`config.mk`:
```
export PLATFORM = sky130hd
export DESIGN_NAME = reset_vector_sequencer
export DESIGN_NICKNAME = d
export VERILOG_FILES = /design/src/rtl/reset_vector_sequencer.sv
export SDC_FILE = /design/constraint.sdc
export NUM_CORES = 1
export LEC_CHECK = 0
export CAP_MARGIN = 5
export CORE_ASPECT_RATIO = 1.5
export CORE_MARGIN = 2
export CORE_UTILIZATION = 41
export CTS_CLUSTER_DIAMETER = 40
export DETAILED_ROUTE_END_ITERATION = 10
export PLACE_DENSITY = 0.81
export SLEW_MARGIN = 20
export SYNTH_ARGS = -nofsm -noshare
export SYNTH_HDL_FRONTEND = slang
export SYNTH_SLANG_ARGS = --single-unit
export TNS_END_PERCENT = 30
```
`constraint.sdc`:
```
create_clock -name Clk -period 1.8 [get_ports Clk]
set_clock_uncertainty 0.1 [all_clocks]
set_input_delay 0.36 -clock Clk [delete_from_list [all_inputs] [get_ports Clk]]
set_output_delay 0.36 -clock Clk [all_outputs]
set_load 0.02 [all_outputs]
```
`src/rtl/reset_vector_sequencer.sv`:
```
// Purpose: after the timing reset releases, run the 6502 reset microsequence and hand PC to the core.
// Latency: PC_LOAD/SYNC arrive 2+NUM_PUSH+2+1 cycles after leaving HOLD, plus one cycle per RDY-low cycle.
// Backpressure: RDY low freezes DUM/PUSH/VLO/VHI (state, count, S, lo, hi, ADDR); HOLD and FETCH ignore RDY.
module reset_vector_sequencer #(
    parameter logic [15:0] VEC_ADDR   = 16'hFFFC,
    parameter logic [7:0]  STACK_PAGE = 8'h01,
    parameter int          NUM_PUSH   = 3
) (
    input  logic        Clk,
    input  logic        RESET,
    input  logic        TRESET,
    input  logic        RDY,
    input  logic [7:0]  DIN,
    input  logic [15:0] PC_IN,
    input  logic [7:0]  S_IN,
    output logic [15:0] ADDR,
    output logic        RW,
    output logic        ACTIVE,
    output logic [7:0]  S_OUT,
    output logic        S_WE,
    output logic [15:0] PC_OUT,
    output logic        PC_LOAD,
    output logic        SYNC,
    output logic [2:0]  STATE
);

    localparam logic [2:0] ST_IDLE  = 3'd0;
    localparam logic [2:0] ST_HOLD  = 3'd1;
    localparam logic [2:0] ST_DUM   = 3'd2;
    localparam logic [2:0] ST_PUSH  = 3'd3;
    localparam logic [2:0] ST_VLO   = 3'd4;
    localparam logic [2:0] ST_VHI   = 3'd5;
    localparam logic [2:0] ST_FETCH = 3'd6;

    localparam logic [2:0] LAST_DUM  = 3'd1;
    localparam logic [2:0] LAST_PUSH = 3'(NUM_PUSH - 1);

    logic [2:0] state;
    logic [2:0] cnt;
    logic [7:0] s_reg;
    logic [7:0] lo;
    logic [7:0] hi;

    // Sequencer state: RESET beats TRESET, TRESET beats everything else, RDY gates the read cycles.
    always_ff @(posedge Clk) begin
        if (RESET) begin
            state <= ST_IDLE;
            cnt   <= 3'd0;
            s_reg <= 8'd0;
            lo    <= 8'd0;
            hi    <= 8'd0;
        end else if (TRESET) begin
            state <= ST_HOLD;
        end else begin
            case (state)
                ST_IDLE: begin
                    state <= ST_IDLE;
                end
                ST_HOLD: begin
                    s_reg <= S_IN;
                    cnt   <= 3'd0;
                    state <= ST_DUM;
                end
                ST_DUM: begin
                    if (RDY) begin
                        if (cnt == LAST_DUM) begin
                            cnt   <= 3'd0;
                            state <= ST_PUSH;
                        end else begin
                            cnt <= cnt + 3'd1;
                        end
                    end
                end
                ST_PUSH: begin
                    if (RDY) begin
                        s_reg <= s_reg - 8'd1;
                        if (cnt == LAST_PUSH) begin
                            cnt   <= 3'd0;
                            state <= ST_VLO;
                        end else begin
                            cnt <= cnt + 3'd1;
                        end
                    end
                end
                ST_VLO: begin
                    if (RDY) begin
                        lo    <= DIN;
                        state <= ST_VHI;
                    end
                end
                ST_VHI: begin
                    if (RDY) begin
                        hi    <= DIN;
                        state <= ST_FETCH;
                    end
                end
                ST_FETCH: begin
                    state <= ST_IDLE;
                end
                default: begin
                    state <= ST_IDLE;
                end
            endcase
        end
    end

    // Bus and register-file strobes decoded from the registered state; the stack write is
    // suppressed whenever the push cannot complete this cycle (stall or abort).
    always_comb begin
        ADDR    = 16'h0000;
        ACTIVE  = 1'b0;
        S_OUT   = 8'h00;
        S_WE    = 1'b0;
        PC_OUT  = 16'h0000;
        PC_LOAD = 1'b0;
        SYNC    = 1'b0;
        case (state)
            ST_HOLD, ST_DUM: begin
                ADDR   = PC_IN;
                ACTIVE = 1'b1;
            end
            ST_PUSH: begin
                ADDR   = {STACK_PAGE, s_reg};
                ACTIVE = 1'b1;
                S_OUT  = s_reg - 8'd1;
                S_WE   = RDY & ~TRESET & ~RESET;
            end
            ST_VLO: begin
                ADDR   = VEC_ADDR;
                ACTIVE = 1'b1;
            end
            ST_VHI: begin
                ADDR   = VEC_ADDR + 16'd1;
                ACTIVE = 1'b1;
            end
            ST_FETCH: begin
                ADDR    = {hi, lo};
                ACTIVE  = 1'b1;
                PC_OUT  = {hi, lo};
                PC_LOAD = 1'b1;
                SYNC    = 1'b1;
            end
            default: begin
                ADDR = 16'h0000;
            end
        endcase
    end

    assign RW    = 1'b1;
    assign STATE = state;

endmodule

```
# Word-level counts from Yosys, hierarchy flattened
# Index checks and enable logic that the tools add are counted.
[word_totals]
output_inout_bits = 48
register_bits = 30
in_bits = 36
[op_classes]
n_eq_ne = 20
mux = 21
n_bitwise = 4
n_addsub = 2
reduce_logical = 11
[op_table]
columns = ["cell", "n"]
rows = [
  ["$pmux 16 s5", 1],
  ["$mux 3", 10],
  ["$ne 3x3->1 const B", 6],
  ["$mux 16", 1],
  ["$mux 8", 2],
  ["$pmux 8 s2", 1],
  ["$pmux 3 s5", 1],
  ["$ne 2x2->1 const B", 6],
  ["$reduce_and 6->1", 2],
  ["$eq 3x2->1 const B", 3],
  ["$eq 3x3->1 const B", 3],
  ["$pmux 3 s3", 1],
  ["$reduce_and 3->1", 3],
  ["$sub 8x1->8 const B", 1],
  ["$eq 3x1->1 const B", 2],
  ["$reduce_or 6->1", 1],
  ["$mux 1", 4],
  ["$reduce_and 4->1", 1],
  ["$reduce_or 2->1", 2],
  ["$add 3x1->3 const B", 1],
  ["$reduce_bool 3->1", 1],
  ["$and 1x1->1", 2],
  ["$not 1->1", 2],
  ["$reduce_bool 2->1", 1],
]

# Logic depth before layout (Yosys ltp)
# Gate-level depths: netlist (run 1).
[depth]
ltp_word = 5
mapped_depth = 8
ltp_nobuf = 6

# Worst setup path after synthesis (run 1)
# No wires, ideal clock.
[synth_path]
path_kind = "reg2out"
start = "register state[1] (netlist: STATE[1])"
end = "output S_WE"
arrival_time_ns = 1.935
path_slack_ns = -0.595
path_stages_with_launch = 6
required_ns = 1.340
path_cell_list = "dfxtp_1 -> buf_2 -> nand3b_1 -> buf_2 -> buf_2 -> nor4b_1"
[synth_between]
elab_chain_cells = 2
[synth_rtl]
columns = ["element", "line_no", "text"]
rows = [
  ["start, declared", "38", "logic [2:0] state;"],
  ["start signal, assigned", "47", "state <= ST_IDLE;"],
  ["start signal, assigned", "53", "state <= ST_HOLD;"],
  ["start signal, assigned", "57", "state <= ST_IDLE;"],
  ["$eq 3x2->1", "117", "case (state)"],
  ["$mux 1", "117", ""],
  ["end, declared", "20", "output logic S_WE,"],
]
# No other way between the ends.

# Final worst setup path (run 1)
[layout_path]
start = "register s_reg[1]"
end = "output S_OUT[6]"
[layout_between]
elab_chain_cells = 2
[layout_rtl]
columns = ["element", "line_no", "text"]
rows = [
  ["start, declared", "40", "logic [7:0] s_reg;"],
  ["start signal, assigned", "76", "s_reg <= s_reg - 8'd1;"],
  ["$sub 8x1->8", "125", "S_OUT = s_reg - 8'd1;"],
  ["$mux 8", "117", ""],
  ["end, declared", "19", "output logic [7:0] S_OUT,"],
]
# No other way between the ends.

==> results of run 1 <==
==> cells by family (layout without fill, tap and decap cells) <==
group | count (synthesis) | after routing | synth area share [%]
buffers and inverters | 33 | 188 | 6.86
muxes | 24 | 24 | 10.5
AOI/OAI and AO/OA | 90 | 90 | 24.3
other | 1 | 1 | 0.164
DFF | 30 | 30 | 26.3
and+or+nand+nor | 111 | 111 | 28.3
adders and majority gates | 3 | 3 | 1.65
xor gates and xnor gates | 5 | 5 | 1.92
==> report_power, final <==
part	total [mW]	leakage, nW	switching [mW]	internal [mW]
registers	0.686	0.247	0.0147	0.672
clock network	0.585	0.0482	0.277	0.308
logic	0.714	1.55	0.333	0.381
total	1.99	1.84	0.625	1.36
==> cell type report <==
cell class / instances / area [um^2] / area share (%)
clock inverters: 1 / 5.00 / 0.113
well taps: 70 / 87.6 / 1.98
multi-input cells: 234 / 1970 / 44.4
inverters: 6 / 30.0 / 0.677
clock buffers: 7 / 86.3 / 1.95
repair buffers: 174 / 1640 / 36.9
flip-flops and latches: 30 / 618 / 13.9
==> cells in the final DEF (no fill, tap or decap), drive strengths merged, types with 3 or more instances in the layout <==
master / n
or3: 5
nor2b: 5
dlygate4sd2: 4
a21oi: 44
nor2: 32
buf: 134
clkdlybuf4s50: 32
xnor2: 4
or4b: 3
nor4: 3
dfxtp: 30
or3b: 3
ha: 3
nand2: 19
nand2b: 6
o21ai: 16
mux2i: 24
clkbuf: 9
inv: 6
nand3b: 4
o221ai: 7
and2: 21
nor3: 4
o21bai: 8
==> path summary, 6_finish.rpt <==
kind / start / end / slack [ns] / cells after the start
setup / recovery: s_reg[1] / S_OUT[6] / -0.56 / 6
hold / removal: TRESET / STATE[2] / 0.43 / 3
setup reg to reg: STATE[1] / lo[5] / -0.13 / 8
hold reg to reg: lo[1] / lo[1] / 0.43 / 2
==> worst max-delay path, stage by stage, from the launching register on <==
cell	delay (ns)
dfxtp_2	0.33
inv_2	0.08
ha_4	0.13
or4b_4	0.46
or3_4	0.35
a21oi_4	0.13
buf_6	0.13
==> stage by stage <==
step | std cells | setup WS, ns
after floorplan | 297 | -0.213
after global placement | 481 | -0.661
after detailed placement | 481 | -0.680
after CTS | 507 | -0.518
after global routing | 522 | -0.600
final | 522 | -0.561
==> Yosys cell counts (all sizes together), types with 2 or more instances <==
master / count
xnor2: 4
nor4b: 2
nand2b: 6
mux2i: 24
a211oi: 2
inv: 6
nor2b: 5
nor3b: 2
o221ai: 7
nor2: 32
and2: 21
nand3b: 4
ha: 3
nor4: 3
a21oi: 44
clkbuf: 11
or4b: 3
o21bai: 8
nand2: 19
nor3: 4
buf: 16
o21ai: 16
o31ai: 2
or3: 5
or3b: 3
dfxtp: 30
o21ba: 2
==> layer usage <==
metal	vias to the layer above	global-route usage, %	wire length, um
met5	-	0	0
met1	1485	29.5	3830
met2	155	53.2	5970
li1	1365	-	-
met4	0	13.3	549
met3	49	4.01	509
==> what timing repair did <==
action | 4_1_cts | 5_1_grt
gates resized for setup | 265 | 105
setup endpoints to repair | 66 | 67
pin swaps | 13 | 23
cloned | 1 | 2
buffers inserted | 17 | 15
==> metrics.yaml, run 1 <==
floorplanning:
  start_util_pct: 42.2
  design.core.area_um2: 5410
  ios: 84
  floorplan.die.height_um: 95.4
  area_enclosed_by_the_die_boundary_um2: 6190
  rows: 33
  die_width_um: 64.9
global_route:
  grt.total_usage_pct: 27.9
  grt_antenna_before_repair: 0
  grt_pass1_vias: 2821
  overflow: 0
  grt_first_pass_wirelength_mm: 13.3
  grt_start_max_net_pins: 33
detailed_routing:
  routed-via-count: 3054
  detail_route.drc_violations: 0
  antenna_left: 0
  first_iter_violations: 235
  routedWlPerCell_um: 20.8
  detail_route.wirelength_mm: 10.9
  firstDrtPassIters: 5
  post_drt_via_cell_ratio: 5.85
synthesis:
  async_set_or_reset_flop_fraction_in_the_synthesized_netlist_pct: 0
  ys_types: 51
  synth-edff-count: 0
  synth-seq-area-share_pct: 26.3
  ys_seq_elements: 30
  ys_dominant_reg_cell: "dfxtp_1"
  synth_nets: 336
  yosysWarningCount: 0
  yosysTopAreaCell: "dfxtp_1"
  synthDominantCellAreaShare_pct: 26.3
  synth_area_um2: 2280
  synth.top_cells.by_area: "dfxtp_1, mux2i_1, a21oi_1"
  synth_cells: 297
  syn-mean-instance-area_um2: 7.68
cells_and_area:
  area.growth.synth_to_final_pct: 94.3
  finalNetCount: 490
  n_fill_cell: 309
  fin_area_um2: 4430
  antenna_cells: 0
  layout-drive-gt1-share_pct: 51.5
  final_core_utilization_pct: 82.0
cts:
  clock_slew_at_reported_path_ffs_ns: 0.06
  clock_tree.root_cell: "clkbuf_8"
  numCtsBuffers: 5
  clkLatencyLatePin_ns: 0.29
  clock_path_buffers: 2
  ctsHtreeMaxLevel: 2
  cts_hold_buffers_added: 0
  numClockSinks: 30
  tritoncts_clock_tree: "yes"
timing:
  fin_hold_ws_ns: 0.426
  hold_viol_final: 0
  fin_setup_tns_ns: -8.49
  setup_viol: 58
  finalWorstPathRequiredPeriod_ns: 2.36
  timing.final.max_slew_violations: 0
  period_share_pct: 131
  fmax_mhz: 424
  unrepaired_setup_endpoints_after_global_routing: "yes"
  fin_ws_ns: -0.561
pwr:
  p_total_mw: 1.99
  cellLeakagePower_nw: 1.84
  peakVddDrop_uv: 445
  power_density_cells_nw_per_um2: 448
placed_design:
  placed_cell_area_um2: 3590
  place.gp.congestion: 0.918
  detailed_place_hpwl_mm: 5.58
  port_buffers: 82
critical_path:
  worst_ep_arrival_time_ns: 1.90
  timing.critical_path.from_type: "flop"
  worst_setup_path_end_kind: "output pin"
  timing.setup.critical_path_class: "reg2out"
  cp_max_fo: 2
  critPathRequiredTime_ns: 1.34
outcome:
  outcome: "finished, violations left"
  violations_in_the_final_reports: "negative setup slack"
min_path:
  worstHoldPathType: "in2reg"
flow_run:
  max-cap-violations: 0
(Power assumes the default switching activity.)
==> inputs of run 2 (changes only) <==
--- a/config.mk
+++ b/config.mk
@@ -8,10 +8,11 @@
 export CAP_MARGIN = 5
 export CORE_ASPECT_RATIO = 1.5
 export CORE_MARGIN = 2
-export CORE_UTILIZATION = 41
+export CORE_UTILIZATION = 42
+export CTS_BUF_LIST = sky130_fd_sc_hd__clkbuf_2
 export CTS_CLUSTER_DIAMETER = 40
 export DETAILED_ROUTE_END_ITERATION = 10
-export PLACE_DENSITY = 0.81
+export PLACE_DENSITY = 0.82
 export SLEW_MARGIN = 20
 export SYNTH_ARGS = -nofsm -noshare
 export SYNTH_HDL_FRONTEND = slang
==> metrics.yaml, run 2 (synthesis gave the netlist of run 1 again) <==
detailed_routing:
  firstDrtPassIters: 4  # -1
  post_drt_via_cell_ratio: 5.63  # -3.8%
  routed-via-count: 2819  # -7.7%
  routedWlPerCell_um: 17.7  # -15%
  detail_route.wirelength_mm: 8.87  # -18%
  antenna_left: 0  # unchanged
  detail_route.drc_violations: 0  # unchanged
  first_iter_violations: 143  # -39%
timing:
  fin_ws_ns: -0.671  # -0.110 ns
  hold_viol_final: 0  # unchanged
  unrepaired_setup_endpoints_after_global_routing: "yes"
  setup_viol: 48  # -17%
  period_share_pct: 137  # +6.1 points
  fmax_mhz: 405  # -4.5%
  timing.final.max_slew_violations: 0  # unchanged
  finalWorstPathRequiredPeriod_ns: 2.47  # +0.110 ns
floorplanning:
  design.core.area_um2: 5200  # -3.8%
  die_width_um: 64.2  # -1.1%
  rows: 32  # -3.0%
  floorplan.die.height_um: 94.3  # -1.1%
  ios: 84  # unchanged
  area_enclosed_by_the_die_boundary_um2: 6050  # -2.3%
  start_util_pct: 43.8  # +1.7 points
cells_and_area:
  mostFrequentLayoutCells: "buf_4, buf_6, clkdlybuf4s50_1"
  area.growth.synth_to_final_pct: 82.3
  mostFrequentLayoutCell: "buf_4"
  finalNetCount: 471  # -3.9%
  layout-drive-gt1-share_pct: 50.1  # -1.4 points
  fin_area_um2: 4160  # -6.2%
  antenna_cells: 0  # unchanged
  n_fill_cell: 306  # -0.97%
cts:
  clock_path_buffers: 2  # unchanged
  numCtsBuffers: 5  # unchanged
  clock_tree.root_cell: "clkbuf_2"
  clkLatencyLatePin_ns: 0.38  # +0.09 ns
  tritoncts_clock_tree: "yes"
  cts_hold_buffers_added: 0  # unchanged
  ctsHtreeMaxLevel: 2  # unchanged
  numClockSinks: 30  # unchanged
  clock_slew_at_reported_path_ffs_ns: 0.19  # +0.13 ns
critical_path:
  worst_reg2reg_path_depth: 8  # unchanged
  worst_ep_arrival_time_ns: 2.01  # +0.11 ns
  cp_cell_sequence: "inv_2, ha_4, or4b_4, or3_4, a21oi_4, buf_6"
  timing.rr.start: "STATE[1]"
  worst_setup_path_end_kind: "output pin"
  timing.setup.critical_path_class: "reg2out"
  path_delay_family: "simple AND/OR/NAND/NOR gates"
  cpMaxStageDelayCell: "or4b_4"
  timing.critical_path.from_type: "flop"
  reg2reg_to: "STATE[0]"
  crit_path_max_incr_delay_ns: 0.46  # about the same
  cell_count_along_the_critical_path: 6  # unchanged
  regToRegSetupSlack_ns: -0.13  # about the same
  cp-startpoint: "s_reg[1]"
  critPathRequiredTime_ns: 1.34  # about the same
  crit_end: "S_OUT[6]"
  worst_path_buf_inv: 2  # unchanged
  cp_max_fo: 2  # unchanged
global_route:
  global_route.usage.met1_pct: 27.8  # -1.7 points
  grt_antenna_before_repair: 0  # unchanged
  overflow: 0  # unchanged
  grt_pass1_vias: 2698  # -4.4%
  grt_start_max_net_pins: 33  # unchanged
  grt.total_usage_pct: 26.0  # -1.9 points
  grt_first_pass_wirelength_mm: 12.5  # -6.0%
  gr-usage-met3_pct: 5.04  # +1.0 points
  gr-max-usage-layer: "met2"
  globalRouteMet2Util_pct: 48.7  # -4.5 points
pwr:
  peakVddDrop_uv: 373  # -16%
  power_density_cells_nw_per_um2: 436  # -2.7%
  cellLeakagePower_nw: 1.68  # -8.7%
outcome:
  violations_in_the_final_reports: "negative setup slack"
  outcome: "finished, violations left"
placed_design:
  placed_cell_area_um2: 3560  # -0.77%
  detailedPlace.worstSlack_ns: -0.686  # -0.00553 ns
  place.gp.congestion: 0.878  # -4.4%
  port_buffers: 82  # unchanged
  detailed_place_hpwl_mm: 5.49  # -1.7%
flow_run:
  max-cap-violations: 0  # unchanged
min_path:
  worstHoldPathType: "reg2reg"
==> run 2: cell types whose count changed in the layout (fill, tap and decap cells not counted), moves of 4 or more <==
cell           before  now
buf_4              75   65
and2_4              5   13
and2_1             15    8
clkbuf_2            0    7
clkbuf_8            6    0
buf_6              46   41
buf_2               9    5
dlygate4sd2_1       4    0
==> run 2: area by class of cell <==
type / instances / area [um^2] / share of cell area (%)
inverter: 6 / 30.0 / 0.722
clock inverter: 1 / 30.0 / 0.722
timing repair buffer: 154 / 1460 / 35.0
tap: 68 / 85.1 / 2.05
multi-input combinational: 235 / 1910 / 45.8
clock buffer: 7 / 35.0 / 0.842
sequential: 30 / 617 / 14.8
==> run 2: through the flow <==
step                utilization (%)  setup TNS, ns  instances  total power, mW  hold slack (ns)
floorplan                         -          -2.43        297            0.954            0.351
global placement               68.4         -20.76        474             1.19            0.374
detailed placement             68.4         -21.90        474             1.20            0.390
CTS                            72.3          -9.54        490             1.70            0.426
global route                   79.9         -14.08        501             1.88            0.466
finish                         79.9         -11.03        501             1.81            0.434
==> run 2: timing repair <==
item,in CTS,in global routing
pin swaps,9,20
buffers inserted,8,10
setup endpoints to repair,58,66
cloned,0,2
gates resized for setup,276,91
==> run 2: report_power, final <==
part / total [mW] / leakage (nW) / switching (mW) / internal [mW]
logic: 0.628 / 1.39 / 0.296 / 0.333
clock network: 0.499 / 0.0432 / 0.251 / 0.248
registers: 0.685 / 0.246 / 0.0125 / 0.672
==> run 2: worst min-delay path by stage <==
stage,start,endpoint,slack [ns],cells after the start
floorplan,lo[1],lo[1],0.35,2
global placement,lo[1],lo[1],0.37,2
detailed placement,lo[1],lo[1],0.39,2
CTS,lo[1],lo[1],0.43,2
global route,cnt[1],cnt[1],0.47,2
finish,lo[0],lo[0],0.43,2
==> run 2: tightest hold or removal path, cell delays in order (launching register included) <==
cell and delay (ns):
dfxtp_1 0.36, o21ai_0 0.08, a21oi_1 0.07
==> run 2: per-layer routing <==
layer | up-vias | share of wire, %
met3 | 24 | 5.5
met1 | 1364 | 37
met5 | - | 0
li1 | 1318 | -
met4 | 0 | 3.1
met2 | 113 | 54
